## config.mk

```make
export PLATFORM = sky130hd
export DESIGN_NAME = mem_port_arbiter
export DESIGN_NICKNAME = d
export VERILOG_FILES = /design/src/rtl/mem_port_arbiter_pkg.sv /design/src/rtl/mem_arb_timer.sv /design/src/rtl/mem_port_arbiter.sv
export SDC_FILE = /design/constraint.sdc
export NUM_CORES = 1
export LEC_CHECK = 0
export CORE_AREA = 2 2 98 100
export CTS_CLUSTER_SIZE = 40
export DETAILED_ROUTE_END_ITERATION = 10
export DIE_AREA = 0 0 100 102
export GPL_ROUTABILITY_DRIVEN = 0
export GPL_TIMING_DRIVEN = 0
export PLACE_DENSITY = 0.84
export SLEW_MARGIN = 25
export SYNTH_ARGS = -nofsm -noshare
export SYNTH_HDL_FRONTEND = slang
export SYNTH_SLANG_ARGS = --single-unit
```

## constraint.sdc

```tcl
create_clock -name clk -period 2.3 [get_ports clk]
set_input_delay 0.69 -clock clk [delete_from_list [all_inputs] [get_ports clk]]
set_output_delay 0.69 -clock clk [all_outputs]
set_load 0.03 [all_outputs]
```

## src/rtl/mem_port_arbiter_pkg.sv

```systemverilog
`default_nettype none
// ============================================================================
//  Module      : mem_port_arbiter_pkg
//  Description : Shared types and defaults for the unified memory port arbiter.
//  Revision    : 1.0  initial release
// ============================================================================
package mem_port_arbiter_pkg;

    typedef enum logic [1:0] {
        IDLE   = 2'b00,
        ISSUE  = 2'b01,
        WAIT   = 2'b10,
        HALTED = 2'b11
    } arb_state_t;

    localparam logic OWN_IF = 1'b0;
    localparam logic OWN_DM = 1'b1;

    localparam int c_starve_max_def = 4;
    localparam int c_timeout_def    = 15;

    // Bits needed to hold 0..max_val (never less than one bit).
    function automatic int cnt_width(input int max_val);
        return (max_val < 2) ? 1 : $clog2(max_val + 1);
    endfunction

endpackage
`default_nettype wire

```

## src/rtl/mem_arb_timer.sv

```systemverilog
`default_nettype none
// ============================================================================
//  Module      : mem_arb_timer
//  Description : Loadable saturating up-counter with clear, enable and a
//                terminal-count flag raised while the count equals MAX.
//  Revision    : 1.0  initial release
// ============================================================================
module mem_arb_timer #(
    parameter int WIDTH = 4,
    parameter int MAX   = 4
) (
    input  logic             clk,
    input  logic             rst,
    input  logic             i_clr,
    input  logic             i_en,
    input  logic             i_load,
    input  logic [WIDTH-1:0] i_load_val,
    output logic             o_tc
);

    localparam logic [WIDTH-1:0] c_max = WIDTH'(MAX);

    logic [WIDTH-1:0] r_count;

    // Clear beats load beats count; a load above MAX is clamped to MAX.
    always_ff @(posedge clk or negedge rst) begin
        if (!rst) begin
            r_count <= '0;
        end else if (i_clr) begin
            r_count <= '0;
        end else if (i_load) begin
            r_count <= (i_load_val > c_max) ? c_max : i_load_val;
        end else if (i_en && (r_count != c_max)) begin
            r_count <= r_count + 1'b1;
        end
    end

    assign o_tc = (r_count == c_max);

endmodule
`default_nettype wire

```

## src/rtl/mem_port_arbiter.sv

```systemverilog
`default_nettype none
// ============================================================================
//  Module      : mem_port_arbiter
//  Description : Shares one single-ported memory between fetch and data
//                requesters, with starvation guard, timeout and halt drain.
//  Revision    : 1.0  initial release
// ============================================================================
module mem_port_arbiter
    import mem_port_arbiter_pkg::*;
#(
    parameter int STARVE_MAX = c_starve_max_def,
    parameter int TIMEOUT    = c_timeout_def
) (
    input  logic        clk,
    input  logic        rst,
    input  logic        if_req,
    input  logic [15:0] if_addr,
    output logic [15:0] if_rdata,
    output logic        if_done,
    output logic        if_stall,
    input  logic        dm_rd,
    input  logic        dm_wr,
    input  logic [15:0] dm_addr,
    input  logic [15:0] dm_wdata,
    output logic [15:0] dm_rdata,
    output logic        dm_done,
    output logic        dm_stall,
    output logic        mem_en,
    output logic        mem_wr,
    output logic [15:0] mem_addr,
    output logic [15:0] mem_wdata,
    input  logic [15:0] mem_rdata,
    input  logic        mem_ready,
    input  logic        halt,
    output logic        idle,
    output logic        err
);

    localparam int c_starve_w = cnt_width(STARVE_MAX);
    localparam int c_timer_w  = cnt_width(TIMEOUT - 1);

    arb_state_t  r_state;
    arb_state_t  w_state_nxt;
    logic        r_owner;
    logic        r_wr;
    logic [15:0] r_addr;
    logic [15:0] r_wdata;
    logic [15:0] r_if_rdata;
    logic [15:0] r_dm_rdata;
    logic        r_if_done;
    logic        r_dm_done;
    logic        r_err;

    logic w_dm_req;
    logic w_dm_bad;
    logic w_decide;
    logic w_dm_errack;
    logic w_grant_if;
    logic w_grant_dm;
    logic w_complete;
    logic w_timeout;
    logic w_starve_tc;
    logic w_timer_tc;

    // No decision is taken in a cycle where a done pulse is out, so the
    // requester that just finished cannot be re-granted on a stale request.
    assign w_dm_req    = dm_rd | dm_wr;
    assign w_dm_bad    = w_dm_req & ((dm_rd & dm_wr) | dm_addr[0]);
    assign w_decide    = (r_state == IDLE) & ~halt & ~r_if_done & ~r_dm_done;
    assign w_dm_errack = w_decide & w_dm_bad;
    assign w_grant_if  = w_decide & ~w_dm_bad & if_req & (w_starve_tc | ~w_dm_req);
    assign w_grant_dm  = w_decide & ~w_dm_bad & w_dm_req & ~(w_starve_tc & if_req);
    assign w_complete  = (r_state == WAIT) & mem_ready;
    assign w_timeout   = (r_state == WAIT) & ~mem_ready & w_timer_tc;

    mem_arb_timer #(
        .WIDTH (c_starve_w),
        .MAX   (STARVE_MAX)
    ) u_starve (
        .clk        (clk),
        .rst        (rst),
        .i_clr      (w_decide & (w_grant_if | ~if_req)),
        .i_en       (w_grant_dm & if_req),
        .i_load     (1'b0),
        .i_load_val ({c_starve_w{1'b0}}),
        .o_tc       (w_starve_tc)
    );

    // Terminal count at TIMEOUT-1 marks the last WAIT cycle before expiry.
    mem_arb_timer #(
        .WIDTH (c_timer_w),
        .MAX   (TIMEOUT - 1)
    ) u_timeout (
        .clk        (clk),
        .rst        (rst),
        .i_clr      (r_state == ISSUE),
        .i_en       (r_state == WAIT),
        .i_load     (1'b0),
        .i_load_val ({c_timer_w{1'b0}}),
        .o_tc       (w_timer_tc)
    );

    always_ff @(posedge clk or negedge rst) begin
        if (!rst) begin
            r_state <= IDLE;
        end else begin
            r_state <= w_state_nxt;
        end
    end

    always_comb begin
        w_state_nxt = r_state;
        case (r_state)
            IDLE: begin
                if (halt) begin
                    w_state_nxt = HALTED;
                end else if (w_grant_if | w_grant_dm) begin
                    w_state_nxt = ISSUE;
                end
            end
            ISSUE: w_state_nxt = WAIT;
            WAIT: begin
                if (w_complete) begin
                    w_state_nxt = halt ? HALTED : IDLE;
                end else if (w_timeout) begin
                    w_state_nxt = IDLE;
                end
            end
            HALTED:  w_state_nxt = HALTED;
            default: w_state_nxt = IDLE;
        endcase
    end

    always_ff @(posedge clk or negedge rst) begin
        if (!rst) begin
            r_owner    <= OWN_IF;
            r_wr       <= 1'b0;
            r_addr     <= '0;
            r_wdata    <= '0;
            r_if_rdata <= '0;
            r_dm_rdata <= '0;
            r_if_done  <= 1'b0;
            r_dm_done  <= 1'b0;
            r_err      <= 1'b0;
        end else begin
            r_if_done <= 1'b0;
            r_dm_done <= 1'b0;
            if (w_dm_errack) begin
                r_err      <= 1'b1;
                r_dm_rdata <= '0;
                r_dm_done  <= 1'b1;
            end
            // A misaligned fetch is still served, from the aligned word.
            if (w_grant_if) begin
                r_owner <= OWN_IF;
                r_addr  <= {if_addr[15:1], 1'b0};
                r_wr    <= 1'b0;
                if (if_addr[0]) begin
                    r_err <= 1'b1;
                end
            end
            if (w_grant_dm) begin
                r_owner <= OWN_DM;
                r_addr  <= dm_addr;
                r_wdata <= dm_wdata;
                r_wr    <= dm_wr;
            end
            if (w_complete) begin
                if (r_owner == OWN_IF) begin
                    r_if_rdata <= mem_rdata;
                    r_if_done  <= 1'b1;
                end else begin
                    if (!r_wr) begin
                        r_dm_rdata <= mem_rdata;
                    end
                    r_dm_done <= 1'b1;
                end
            end
            if (w_timeout) begin
                r_err <= 1'b1;
                if (r_owner == OWN_IF) begin
                    r_if_rdata <= '0;
                    r_if_done  <= 1'b1;
                end else begin
                    r_dm_rdata <= '0;
                    r_dm_done  <= 1'b1;
                end
            end
        end
    end

    assign if_rdata  = r_if_rdata;
    assign if_done   = r_if_done;
    assign if_stall  = if_req & ~r_if_done;
    assign dm_rdata  = r_dm_rdata;
    assign dm_done   = r_dm_done;
    assign dm_stall  = w_dm_req & ~r_dm_done;
    assign mem_en    = (r_state == ISSUE);
    assign mem_wr    = (r_state == ISSUE) & r_wr;
    assign mem_addr  = r_addr;
    assign mem_wdata = r_wdata;
    assign idle      = (r_state == IDLE) | (r_state == HALTED);
    assign err       = r_err;

endmodule
`default_nettype wire

```

# ---- Yosys cells after proc, flatten, opt, wreduce, memory -nomap -nowiden
# Index checks and enable logic that the tools add are counted.
dict set report word_totals {
  ff_bits 78
  memories 0
  romBits 0
  latch_bits 0
  mem_bits_rw 0
  wordCells 102
  out_inout_bits 72
}
dict set report classes {
  n_addsub 2
  n_lt_le_gt_ge 0
  n_mux 38
  eq_ne 9
  mul 0
  shifts 0
  n_reduce_logical 7
  div_mod_pow 0
  bitwise_logic 34
}
# cell n
set ops {}
lappend ops {{$mux 16} 12}
lappend ops {{$and 1x1->1} 20}
lappend ops {{$mux 1} 16}
lappend ops {{$mux 2} 5}
lappend ops {{$mux 4} 2}
lappend ops {{$not 1->1} 8}
lappend ops {{$pmux 2 s4} 1}
lappend ops {{$mux 3} 2}
lappend ops {{$ne 3x3->1 const B} 2}
lappend ops {{$or 1x1->1} 6}
lappend ops {{$reduce_bool 2->1} 3}
lappend ops {{$add 4x1->4 const B} 1}
lappend ops {{$eq 2x2->1 const B} 2}
lappend ops {{$eq 4x4->1 const B} 1}
lappend ops {{$ne 4x4->1 const B} 1}
lappend ops {{$add 3x1->3 const B} 1}
lappend ops {{$eq 3x3->1 const B} 1}
lappend ops {{$ne 3x2->1 const B} 1}
lappend ops {{$eq 2x1->1 const B} 1}
lappend ops {{$logic_and 1x1->1} 2}
lappend ops {{$logic_not 2->1} 1}
lappend ops {{$reduce_and 2->1} 1}

# ---- Logic depth before layout (Yosys ltp)
# Gate-level depths: netlist (run 1).
dict set report depth {
  ltp_word 11
  depth_mapped 9
  ltp_nobuf 6
}

# ---- By module
# A second synthesis (run 1) with hierarchy kept.
dict set report hier_totals {
  cells_unflattened 389
  hier_area_um2 3601.0
}
# module seq_area_each_um2 area_per_inst_um2 cells_per_inst instances
set by_module_without_submodules {}
lappend by_module_without_submodules {mem_port_arbiter 1776.7 3104.2 338 1}
lappend by_module_without_submodules {{mem_arb_timer at u_timeout} 100.1 279.0 29 1}
lappend by_module_without_submodules {{mem_arb_timer at u_starve} 75.1 217.7 22 1}

# ---- Worst setup path before layout (run 1)
# Ideal clock, no wire load.
dict set report synth_timing {
  path_type {input to register}
  from {input halt}
  to {register r_wdata[13] (netlist: mem_wdata[13])}
  required_ns 2.175
  path_stages 5
  setup_ns 0.125
  arrival_time_ns 2.328
  path_slack_ns -0.153
  cell_sequence {or4b_1 > clkbuf_2 > nor4_4 > buf_6 > mux2_2}
}
dict set report synth_between {
  elab_chain_cells 7
}
# item line_no
set synth_rtl {}
lappend synth_rtl {{start: declaration} mem_port_arbiter.sv:34} ;# input logic halt,
lappend synth_rtl {{$not 1->1} mem_port_arbiter.sv:69} ;# assign w_decide = (r_state == IDLE) & ~halt & ~r_if_done & ~r_dm_done;
lappend synth_rtl {{$and 1x1->1 (3 in series)} mem_port_arbiter.sv:69}
lappend synth_rtl {{$and 1x1->1 (3 in series)} mem_port_arbiter.sv:72} ;# assign w_grant_dm = w_decide & ~w_dm_bad & w_dm_req & ~(w_starve_tc & if_req);
lappend synth_rtl {{end signal: assignment} mem_port_arbiter.sv:165} ;# r_wdata <= dm_wdata;
lappend synth_rtl {{end: declaration} mem_port_arbiter.sv:47} ;# logic [15:0] r_wdata;
# No other way between the ends.
# A chain may end at the register's enable or synchronous reset.

# ---- Final worst setup path (run 1)
dict set report layout_timing {
  from {input dm_addr[0]}
  to {register r_dm_rdata[9] (netlist: dm_rdata[9])}
}
dict set report layout_between {
  elab_chain_cells 9
}
# item line_no
set layout_rtl {}
lappend layout_rtl {{start: declaration} mem_port_arbiter.sv:23} ;# input logic [15:0] dm_addr,
lappend layout_rtl {{$or 1x1->1 (*)} mem_port_arbiter.sv:68} ;# assign w_dm_bad = w_dm_req & ((dm_rd & dm_wr) | dm_addr[0]);
lappend layout_rtl {{$and 1x1->1 (*)} mem_port_arbiter.sv:68}
lappend layout_rtl {{$and 1x1->1 (*)} mem_port_arbiter.sv:70} ;# assign w_dm_errack = w_decide & w_dm_bad;
lappend layout_rtl {{$mux 16 (*)} mem_port_arbiter.sv:148} ;# if (w_dm_errack) begin
lappend layout_rtl {{$mux 16} mem_port_arbiter.sv:173} ;# if (!r_wr) begin
lappend layout_rtl {{$mux 16} mem_port_arbiter.sv:169} ;# if (r_owner == OWN_IF) begin
lappend layout_rtl {{$mux 16 (*)} mem_port_arbiter.sv:168} ;# if (w_complete) begin
lappend layout_rtl {{$mux 16} mem_port_arbiter.sv:181} ;# if (r_owner == OWN_IF) begin
lappend layout_rtl {{$mux 16 (*)} mem_port_arbiter.sv:179} ;# if (w_timeout) begin
lappend layout_rtl {{end signal: assignment} mem_port_arbiter.sv:174} ;# r_dm_rdata <= mem_rdata;
lappend layout_rtl {{end: declaration} mem_port_arbiter.sv:49} ;# logic [15:0] r_dm_rdata;
# Mark *: on every way between the ends. The rest lies on a longest branch, timed or not.

==> results by group, run 1 <==
Outcome
  • Status: complete, no violations

Timing
  • Clk_skew: 0.0129 ns
  • Setup repair after global routing missed its margin: true
  • Fin. max-slew vios: 0
  • Final setup vio count: 0
  • Pin slew with the least headroom to its limit: 0.530 ns
  • Period utilization: 97.9%
  • Min cycle time layout: 2.25 ns
  • Max Clk Rate: 0.444 GHz
  • Slew HR: 64.7%
  • Final Hold Vio Count: 0
  • Setup tns final: 0 ns

Synthesis
  • YS warnings: 0
  • Area contributors post-synth: dfrtp_1 (56%), mux2_2 (5.5%), mux2i_1 (4.6%)
  • Yosys top cell area share: 56.4%
  • Synth Flop Type: dfrtp_1
  • Post-Syn Area: 3460 um^2
  • Synth cell types: 43
  • Register area share after synthesis: 56.4%
  • Gate Count Post-Synth: 290
  • EDFF count, synth: 0
  • Async set or reset register ratio after synthesis: 100%
  • Flops & latches, synth: 78
  • Syn_nets: 370
  • Area leader, netlist: dfrtp_1
  • Avg Cell Area, Syn: 11.9 um^2

Global routing
  • Initial antenna violation count: 0
  • Vias in the first global route: 2,892
  • Tot GR Track Use: 17.5%
  • Total gr overflow: 0
  • Largest net degree at the start of global routing: 54
  • First-pass GRT wire length: 14,000 um

Setup path
  • Flop2flop setup slack: 0.09 ns
  • Max incr delay on CP: 0.54 ns
  • CP Buf/Inv Count: 2
  • Required time worst endpoint: 2.57 ns
  • Critical Path Slowest Stage Cell: maj3_1
  • Crit path cell chain: clkdlybuf4s50_1, maj3_1, a21oi_4, clkbuf_2, a22oi_1, nor2_1
  • Worst Setup Start Kind: input pin
  • Crit end category: register
  • Crit Path Class: input pin to register
  • Critical path peak fanout: 10
  • Crit path max-delay family: buffers and inverters
  • Crit path DAT: 2.53 ns

Place
  • HPWL after DPL: 6610 um
  • DP Cell Count: 542
  • I/O Buffers: 140
  • Placed cell area: 5040 um^2

Die
  • Initial core utilization: 38.0%
  • Die Area: 10,200 um^2
  • Die height: 102 um
  • Io pins: 143
  • Total core area: 9110 um^2
  • Die width: 100 um
  • Cell Rows: 35

Power and ir drop
  • Leak: 2.36 nW
  • Power per cell area: 1330 nW/um^2
  • Peak supply drop: 0.000515 V

Clock tree
  • CTS Root Cell: clkbuf_8
  • TritonCTS clock tree: built
  • CTS Buffer Depth: 2
  • H-Tree Level Count: 3
  • TritonCTS Buffers: 9
  • Reg clk slew, reported paths: 0.09 ns
  • Clock latency on the worst-skew pair: 0.34 ns
  • CTS sink count: 78

Final layout
  • Commonest non-fill, non-tap cell in the layout: clkdlybuf4s50_1
  • Post-route insts no fill: 560
  • Commonest non-fill, non-tap cells in the layout: clkdlybuf4s50_1 (132), dfrtp_1 (78), nor2_1 (24), nand2_1 (21), a22o_1 (17)
  • Area grow syn2layout: 56.1%
  • Antenna Cells: 0
  • Fin area: 5400 um^2
  • Layout cell share with drive strength beyond 1: 16.3%
  • Final #Nets: 524

Detailed routing
  • First DRT Iteration DRCs: 100
  • Drc violations: 0
  • Drt first pass iters: 4
  • Wl on met1: 3650 um
  • DRT antenna net count: 0
  • Post-Route WL: 9030 um
  • Via count: 2,860
  • Wire length per cell: 16.1 um
  • Met3 wire length: 748 um
  • Top sig layer: met4
  • Vias per inst: 5.11
  • WL met2: 4530 um

Run
  • Max Cap Viol: 0

Hold path
  • Hold Crit Class: input pin to async pin
-- stage by stage --
| step | utilization [%] | hold WS, ns | power (W) | setup WS, ns |
|---|---|---|---|---|
| after floorplan | - | 0.394 | 0.00444 | -0.115 |
| after global placement | 55.1 | 0.463 | 0.00592 | -2.05 |
| after detailed placement | 55.4 | 0.470 | 0.00604 | -0.809 |
| after CTS | 58.2 | 0.255 | 0.00714 | -0.0766 |
| after global routing | 59.3 | 0.255 | 0.00757 | -0.0521 |
| final | 59.3 | 0.253 | 0.00716 | 0.0477 |
-- worst paths after layout --
check / cells after the start / start / to
max reg2reg: 7 / r_state[0] / mem_wdata[12]
min reg2reg: 2 / mem_addr[11] / mem_addr[11]
min: 1 / rst / u_timeout.r_count[0]
max: 6 / dm_addr[0] / dm_rdata[9]
min in group clk: 2 / mem_addr[11] / mem_addr[11]
max in group asynchronous: 2 / rst / mem_wdata[10]
-- worst register-to-register path, cell delays in order (launching register included) --
cell and delay (ns):
dfrtp_1 0.45, inv_2 0.13, ha_4 0.15, or4b_4 0.52, nor4_4 0.17, buf_6 0.20
clkbuf_16 0.16, mux2_2 0.33
-- synthesized netlist by cell type, drive strengths merged, types with 5 or more instances --
master / instances
dfrtp: 78
nor2: 24
clkbuf: 11
o21ai: 20
inv: 10
ha: 9
buf: 7
nand2: 21
mux2i: 16
a22oi: 16
and3: 5
a22o: 17
mux2: 17
nand3: 5
-- cell families after synthesis --
group,count (synthesis),synth area share [%]
adders and majority gates,10,3.54
AOI/OAI and AO/OA,67,14.2
muxes,33,10.2
and+or+nand+nor,69,9.87
DFF,78,56.4
buffers and inverters,29,4.77
xor gates and xnor gates,4,1.01
-- layout make-up --
| type | count | area, um^2 |
|---|---|---|
| Multi-Input combinational cell | 183 | 1440 |
| Inverter | 10 | 37.5 |
| Buffer | 17 | 140 |
| Tap cell | 111 | 139 |
| Clock buffer | 9 | 124 |
| Sequential cell | 78 | 1950 |
| Clock inverter | 7 | 80.1 |
| Fill cell | 779 | 3710 |
| Timing Repair Buffer | 145 | 1490 |
-- layer usage --
metal,global-route usage [%],vias up
met5,0,-
met4,4.74,0
met3,6.50,8
met1,20.8,1394
met2,29.9,119
li1,-,1339
-- report_power, final --
| group | total, W | internal (W) | leakage [nW] | switching, W |
|---|---|---|---|---|
| Combinational | 0.00374 | 0.00167 | 1.28 | 0.00207 |
| Sequential | 0.00234 | 0.00196 | 0.986 | 0.000377 |
| Clock | 0.00108 | 0.000519 | 0.103 | 0.000560 |
| Total | 0.00716 | 0.00415 | 2.36 | 0.00301 |
-- timing repair --
| action | in CTS | in global routing |
|---|---|---|
| hold buffers | 0 | 0 |
| pin swaps | 1 | 1 |
| buffers inserted | 2 | 0 |
| resized for setup | 23 | 19 |
| endpoints found under the setup margin | 49 | 56 |
| gates cloned | 0 | 2 |
(Power assumes the default switching activity.)
==> run 2, diff against run 1 <==
--- a/config.mk
+++ b/config.mk
@@ -5,13 +5,13 @@
 export SDC_FILE = /design/constraint.sdc
 export NUM_CORES = 1
 export LEC_CHECK = 0
-export CORE_AREA = 2 2 98 100
+export CORE_AREA = 2 2 90 92
 export CTS_CLUSTER_SIZE = 40
 export DETAILED_ROUTE_END_ITERATION = 10
-export DIE_AREA = 0 0 100 102
+export DIE_AREA = 0 0 92 94
 export GPL_ROUTABILITY_DRIVEN = 0
 export GPL_TIMING_DRIVEN = 0
-export PLACE_DENSITY = 0.84
+export PLACE_DENSITY = 0.92
 export SLEW_MARGIN = 25
 export SYNTH_ARGS = -nofsm -noshare
 export SYNTH_HDL_FRONTEND = slang
==> constraint.sdc (replaced) <==
create_clock -name clk -period 2.9 [get_ports clk]
set_input_delay 0.87 -clock clk [delete_from_list [all_inputs] [get_ports clk]]
set_output_delay 0.87 -clock clk [all_outputs]
set_load 0.01 [all_outputs]
==> results by group, run 2 (synthesis results as in run 1) <==
Setup path
  • Crit path DAT: 3.05 ns (+0.52 ns)
  • CP Buf/Inv Count: 4 (+2)
  • Crit path cell chain: clkdlybuf4s50_1, or4b_1, clkbuf_2, nor4_4, buf_4, buf_6, mux2_2
  • Critical path peak fanout: 10 (unchanged)
  • Max incr delay on CP: 0.56 ns (+0.02 ns)
  • Crit path max-delay family: buffers and inverters
  • Crit Path Class: input pin to register
  • Worst Setup Start Kind: input pin
  • Critical Path Slowest Stage Cell: or4b_1
  • Required time worst endpoint: 3.13 ns (+0.56 ns)
  • Crit end category: register

Global routing
  • First-pass GRT wire length: 14,300 um (+1.6%)
  • Total gr overflow: 0 (unchanged)
  • Initial antenna violation count: 0 (unchanged)
  • Tot GR Track Use: 20.9% (+3.5 points)
  • Largest net degree at the start of global routing: 41 (-24%)
  • Vias in the first global route: 3,035 (+4.9%)

Clock tree
  • H-Tree Level Count: 3 (unchanged)
  • Clock latency on the worst-skew pair: 0.35 ns (about the same)
  • CTS Root Cell: clkbuf_8
  • CTS Buffer Depth: 2 (unchanged)
  • TritonCTS Buffers: 9 (unchanged)
  • CTS sink count: 78 (unchanged)
  • TritonCTS clock tree: built
  • Reg clk slew, reported paths: 0.08 ns (about the same)
  • Post-CTS Hold Fix Bufs: 0 (unchanged)

Timing
  • Min cycle time layout: 2.82 ns
  • Setup ws final: 0.0804 ns (+0.0327 ns)
  • Slew HR: 43.6% (-21 points)
  • Pin slew with the least headroom to its limit: 0.832 ns (+0.302 ns)
  • Clk_skew: 0.00718 ns (-0.00573 ns)
  • Period utilization: 97.2%
  • Final Hold Vio Count: 0 (unchanged)
  • Setup tns final: 0 ns (unchanged)
  • Setup repair after global routing missed its margin: false
  • Final setup vio count: 0 (unchanged)
  • Max Clk Rate: 0.355 GHz
  • Fin. max-slew vios: 0 (unchanged)
  • Min Hold Slack: 0.489 ns (+0.235 ns)

Detailed routing
  • DRT antenna net count: 0 (unchanged)
  • Wire length per cell: 15.9 um (-1.4%)
  • Drc violations: 0 (unchanged)
  • Via count: 2,840 (-0.70%)
  • Drt first pass iters: 4 (unchanged)
  • Post-Route WL: 8760 um (-3.0%)
  • First DRT Iteration DRCs: 110 (+10%)
  • Vias per inst: 5.15 (+0.92%)

Final layout
  • Util after Layout: 68.7% (+9.4 points)
  • Final #Nets: 524 (unchanged)
  • Area grow syn2layout: 51.1%
  • Layout cell share with drive strength beyond 1: 12.2% (-4.0 points)
  • Commonest non-fill, non-tap cells in the layout: clkdlybuf4s50_1 (138), dfrtp_1 (78), nor2_1 (24), nand2_1 (21)
  • Commonest non-fill, non-tap cell in the layout: clkdlybuf4s50_1
  • Antenna Cells: 0 (unchanged)

Die
  • Cell Rows: 32 (-8.6%)
  • Die width: 92 um (-8.0%)
  • Io pins: 143 (unchanged)
  • Die Area: 8650 um^2 (-15%)
  • Die height: 94 um (-7.8%)
  • Initial core utilization: 45.5% (+7.5 points)
  • Total core area: 7610 um^2 (-16%)

Power and ir drop
  • Leak: 2.31 nW (-2.5%)
  • Peak supply drop: 0.000489 V (-5.0%)
  • Power per cell area: 938 nW/um^2 (-29%)
  • Part of the power in registers: 37.6% (+5.0 points)
  • Total power: 0.00490 W (-31%)
  • Psw: 0.00165 W (-45%)
  • Sw Ratio: 33.7% (-8.3 points)
  • Comb power frac: 45.4% (-6.9 points)
  • Clock power share: 17.0% (+1.9 points)
  • Internal Power: 0.00325 W (-22%)

Run
  • Max Cap Viol: 0 (unchanged)

Place
  • I/O Buffers: 140 (unchanged)
  • Dpl ws: -0.442 ns (+0.367 ns)
  • HPWL after DPL: 6760 um (+2.2%)

Hold path
  • Hold Crit Class: input pin to async pin

Outcome
  • Status: complete, no violations
## run 2: metal layers
metal / global-route usage (%) / routed length [um] / vias to the layer above
met3: 5.46 / 585 / 17
met1: 24.0 / 3420 / 1371
met2: 37.1 / 4560 / 109
li1: - / - / 1343
met4: 8.83 / 187 / 0
met5: 0 / 0 / -
## run 2: what timing repair did
action                                  in CTS  in global routing
setup buffers                                2                  0
endpoints found under the setup margin      29                  0
resized for setup                            2                  0
## run 2: metrics by stage
| step | instances | cell area (um^2) |
|---|---|---|
| floorplan | 290 | 3460 |
| global placement | 532 | 4990 |
| detailed placement | 533 | 5010 |
| CTS | 551 | 5230 |
| global route | 551 | 5230 |
| finish | 551 | 5230 |
## run 2: cell type report
| cell class | count | area (um^2) |
|---|---|---|
| multi-input combinational | 183 | 1350 |
| inverter | 10 | 37.5 |
| buffer | 19 | 128 |
| clock buffer | 9 | 124 |
| fill | 582 | 2380 |
| clock inverter | 7 | 78.8 |
| sequential | 78 | 1950 |
| tap | 102 | 128 |
| timing repair buffer | 143 | 1430 |
## run 2: final timing paths
check	slack, ns	end	start	depth (start not counted)
min	0.49	r_state[1]	rst	1
min reg2reg	0.49	mem_addr[10]	mem_addr[10]	2
max reg2reg	0.32	dm_rdata[10]	r_state[0]	9
max	0.08	mem_wdata[14]	halt	7
min in group clk	0.49	mem_addr[10]	mem_addr[10]	2
max in group asynchronous	1.82	mem_wdata[8]	rst	2
## run 2: power by group through the flow
stage          registers [W]  clock network [W]  logic [W]
6_report             0.00184           0.000835    0.00222
5_1_grt              0.00191           0.000902    0.00240
4_1_cts              0.00185           0.000857    0.00225
3_5_place_dp         0.00186                  0    0.00223
3_3_place_gp         0.00183                  0    0.00216
2_1_floorplan        0.00201                  0   0.000826
==> run 3, diff against run 2 <==
--- a/config.mk
+++ b/config.mk
@@ -11,7 +11,7 @@
 export DIE_AREA = 0 0 92 94
 export GPL_ROUTABILITY_DRIVEN = 0
 export GPL_TIMING_DRIVEN = 0
-export PLACE_DENSITY = 0.92
+export PLACE_DENSITY = 0.84
 export SLEW_MARGIN = 25
 export SYNTH_ARGS = -nofsm -noshare
 export SYNTH_HDL_FRONTEND = slang
==> results by group, run 3 (synthesis results as in run 1) <==
Outcome
  • Status: complete, no violations

Final layout
  • Commonest non-fill, non-tap cells in the layout: clkdlybuf4s50_1 (138), dfrtp_1 (78), nor2_1 (24), nand2_1 (21)
  • Filler Cell Count: 593 (+1.9%)
  • Final #Nets: 524 (unchanged)
  • FF+latch area: 1950 um^2 (unchanged)
  • Layout cell share with drive strength beyond 1: 12.5% (+0.22 points)
  • Commonest non-fill, non-tap cell in the layout: clkdlybuf4s50_1
  • Post-route insts no fill: 551 (unchanged)
  • Area grow syn2layout: 50.6%
  • Util after Layout: 68.5% (-0.26 points)
  • Multi-input gate area: 1350 um^2 (+0.28%)
  • Antenna Cells: 0 (unchanged)
  • Fin area: 5210 um^2 (-0.38%)

Setup path
  • Crit end category: register
  • Worst Setup Start Kind: input pin
  • Worst r2r src: r_state[0]
  • Critical path peak fanout: 10 (unchanged)
  • Worst Setup SP: halt
  • Crit Path Class: input pin to register
  • Crit path DAT: 3.05 ns (about the same)
  • Required time worst endpoint: 3.13 ns (about the same)

Global routing
  • Tot GR Track Use: 20.8% (-0.086 points)
  • Initial antenna violation count: 0 (unchanged)
  • Largest net degree at the start of global routing: 43 (+4.9%)
  • Total gr overflow: 0 (unchanged)
  • Vias in the first global route: 2,911 (-4.1%)
  • First-pass GRT wire length: 14,100 um (-0.92%)

Timing
  • Setup repair after global routing missed its margin: false
  • Max Clk Rate: 0.355 GHz (about the same)
  • Final setup vio count: 0 (unchanged)
  • Setup tns final: 0 ns (unchanged)
  • Final Hold Vio Count: 0 (unchanged)
  • Setup ws final: 0.0805 ns (+0.0000660 ns)
  • Pin slew with the least headroom to its limit: 0.851 ns (+0.0191 ns)
  • Fin. max-slew vios: 0 (unchanged)
  • Min cycle time layout: 2.82 ns (-0.0000660 ns)
  • Clk_skew: 0.0137 ns (+0.00657 ns)
  • Period utilization: 97.2% (about the same)
  • Slew HR: 42.3% (-1.3 points)

Die
  • Cell Rows: 32 (unchanged)
  • Die height: 94 um (unchanged)
  • Initial core utilization: 45.5% (unchanged)
  • Die Area: 8650 um^2 (unchanged)
  • Total core area: 7610 um^2 (unchanged)
  • Die width: 92 um (unchanged)
  • Io pins: 143 (unchanged)

Clock tree
  • Clock latency on the worst-skew pair: 0.34 ns (about the same)
  • H-Tree Level Count: 3 (unchanged)
  • CTS sink count: 78 (unchanged)
  • CTS Root Cell: clkbuf_8
  • Reg clk slew, reported paths: 0.08 ns (about the same)
  • TritonCTS clock tree: built
  • CTS Buffer Depth: 2 (unchanged)
  • TritonCTS Buffers: 9 (unchanged)

Power and ir drop
  • Leak: 2.29 nW (-0.76%)
  • Peak supply drop: 0.000435 V (-11%)
  • Power per cell area: 921 nW/um^2 (-1.8%)

Hold path
  • Hold Crit Class: input pin to async pin

Place
  • HPWL after DPL: 6380 um (-5.6%)
  • Dpl ws: -0.470 ns (-0.0276 ns)
  • I/O Buffers: 140 (unchanged)
  • DP Cell Count: 533 (unchanged)
  • Placed cell area: 5010 um^2 (unchanged)

Run
  • Max Cap Viol: 0 (unchanged)

Detailed routing
  • DRT antenna net count: 0 (unchanged)
  • Via count: 2,848 (+0.28%)
  • Vias per inst: 5.17 (+0.28%)
  • First DRT Iteration DRCs: 104 (-5.5%)
  • Wire length per cell: 15.4 um (-3.1%)
  • Drc violations: 0 (unchanged)
  • Post-Route WL: 8490 um (-3.1%)
  • Drt first pass iters: 5 (+1)
[run 3: worst paths after layout]
path	to	slack (ns)	depth (start not counted)
min in group clk	mem_addr[11]	0.49	2
min	r_state[0]	0.49	1
min reg2reg	mem_addr[11]	0.49	2
max	mem_wdata[13]	0.08	7
max reg2reg	dm_rdata[6]	0.42	9
max in group asynchronous	dm_rdata[0]	1.84	2
[run 3: repair_timing]
action,in CTS,in global routing
endpoints found under the hold margin,0,0
pin swaps,1,0
gates resized for setup,2,1
hold buffers,0,0
setup buffers,2,0
setup endpoints to repair,30,10
[run 3: final cells by class]
cell class,instances,share of cell area [%]
Clock inverter,7,1.06
Sequential cell,78,37.5
Inverter,10,0.721
Buffer,19,2.45
Timing Repair Buffer,143,27.5
Clock buffer,9,2.38
Tap cell,102,2.45
Multi-Input combinational cell,183,26.0
[run 3: metrics by stage]
step	total power [W]	hold slack [ns]
floorplan	0.00284	0.479
global placement	0.00400	0.461
detailed placement	0.00408	0.470
CTS	0.00484	0.488
global route	0.00513	0.506
finish	0.00480	0.485
[run 3: metal layers]
metal  track usage (%)  vias to the layer above  share of wire [%]
met1              26.1                     1382                 43
li1                  -                     1339                  -
met4              7.46                        0                1.5
met3              5.62                       11                7.2
met5                 0                        -                  0
met2              35.0                      116                 49
[run 3: worst max-delay path: stages]
cell and delay (ns):
clkdlybuf4s50_1 0.48, or4b_1 0.57, clkbuf_2 0.19, nor4_4 0.23, buf_4 0.21, buf_6 0.17
mux2_2 0.34
[run 3: report_power, final]
| group | switching [W] | internal [W] | total (W) | leakage, nW |
|---|---|---|---|---|
| sequential | 0.000284 | 0.00155 | 0.00184 | 0.986 |
| clock | 0.000421 | 0.000320 | 0.000740 | 0.0866 |
| combinational | 0.000930 | 0.00129 | 0.00222 | 1.22 |
| total | 0.00163 | 0.00316 | 0.00480 | 2.29 |
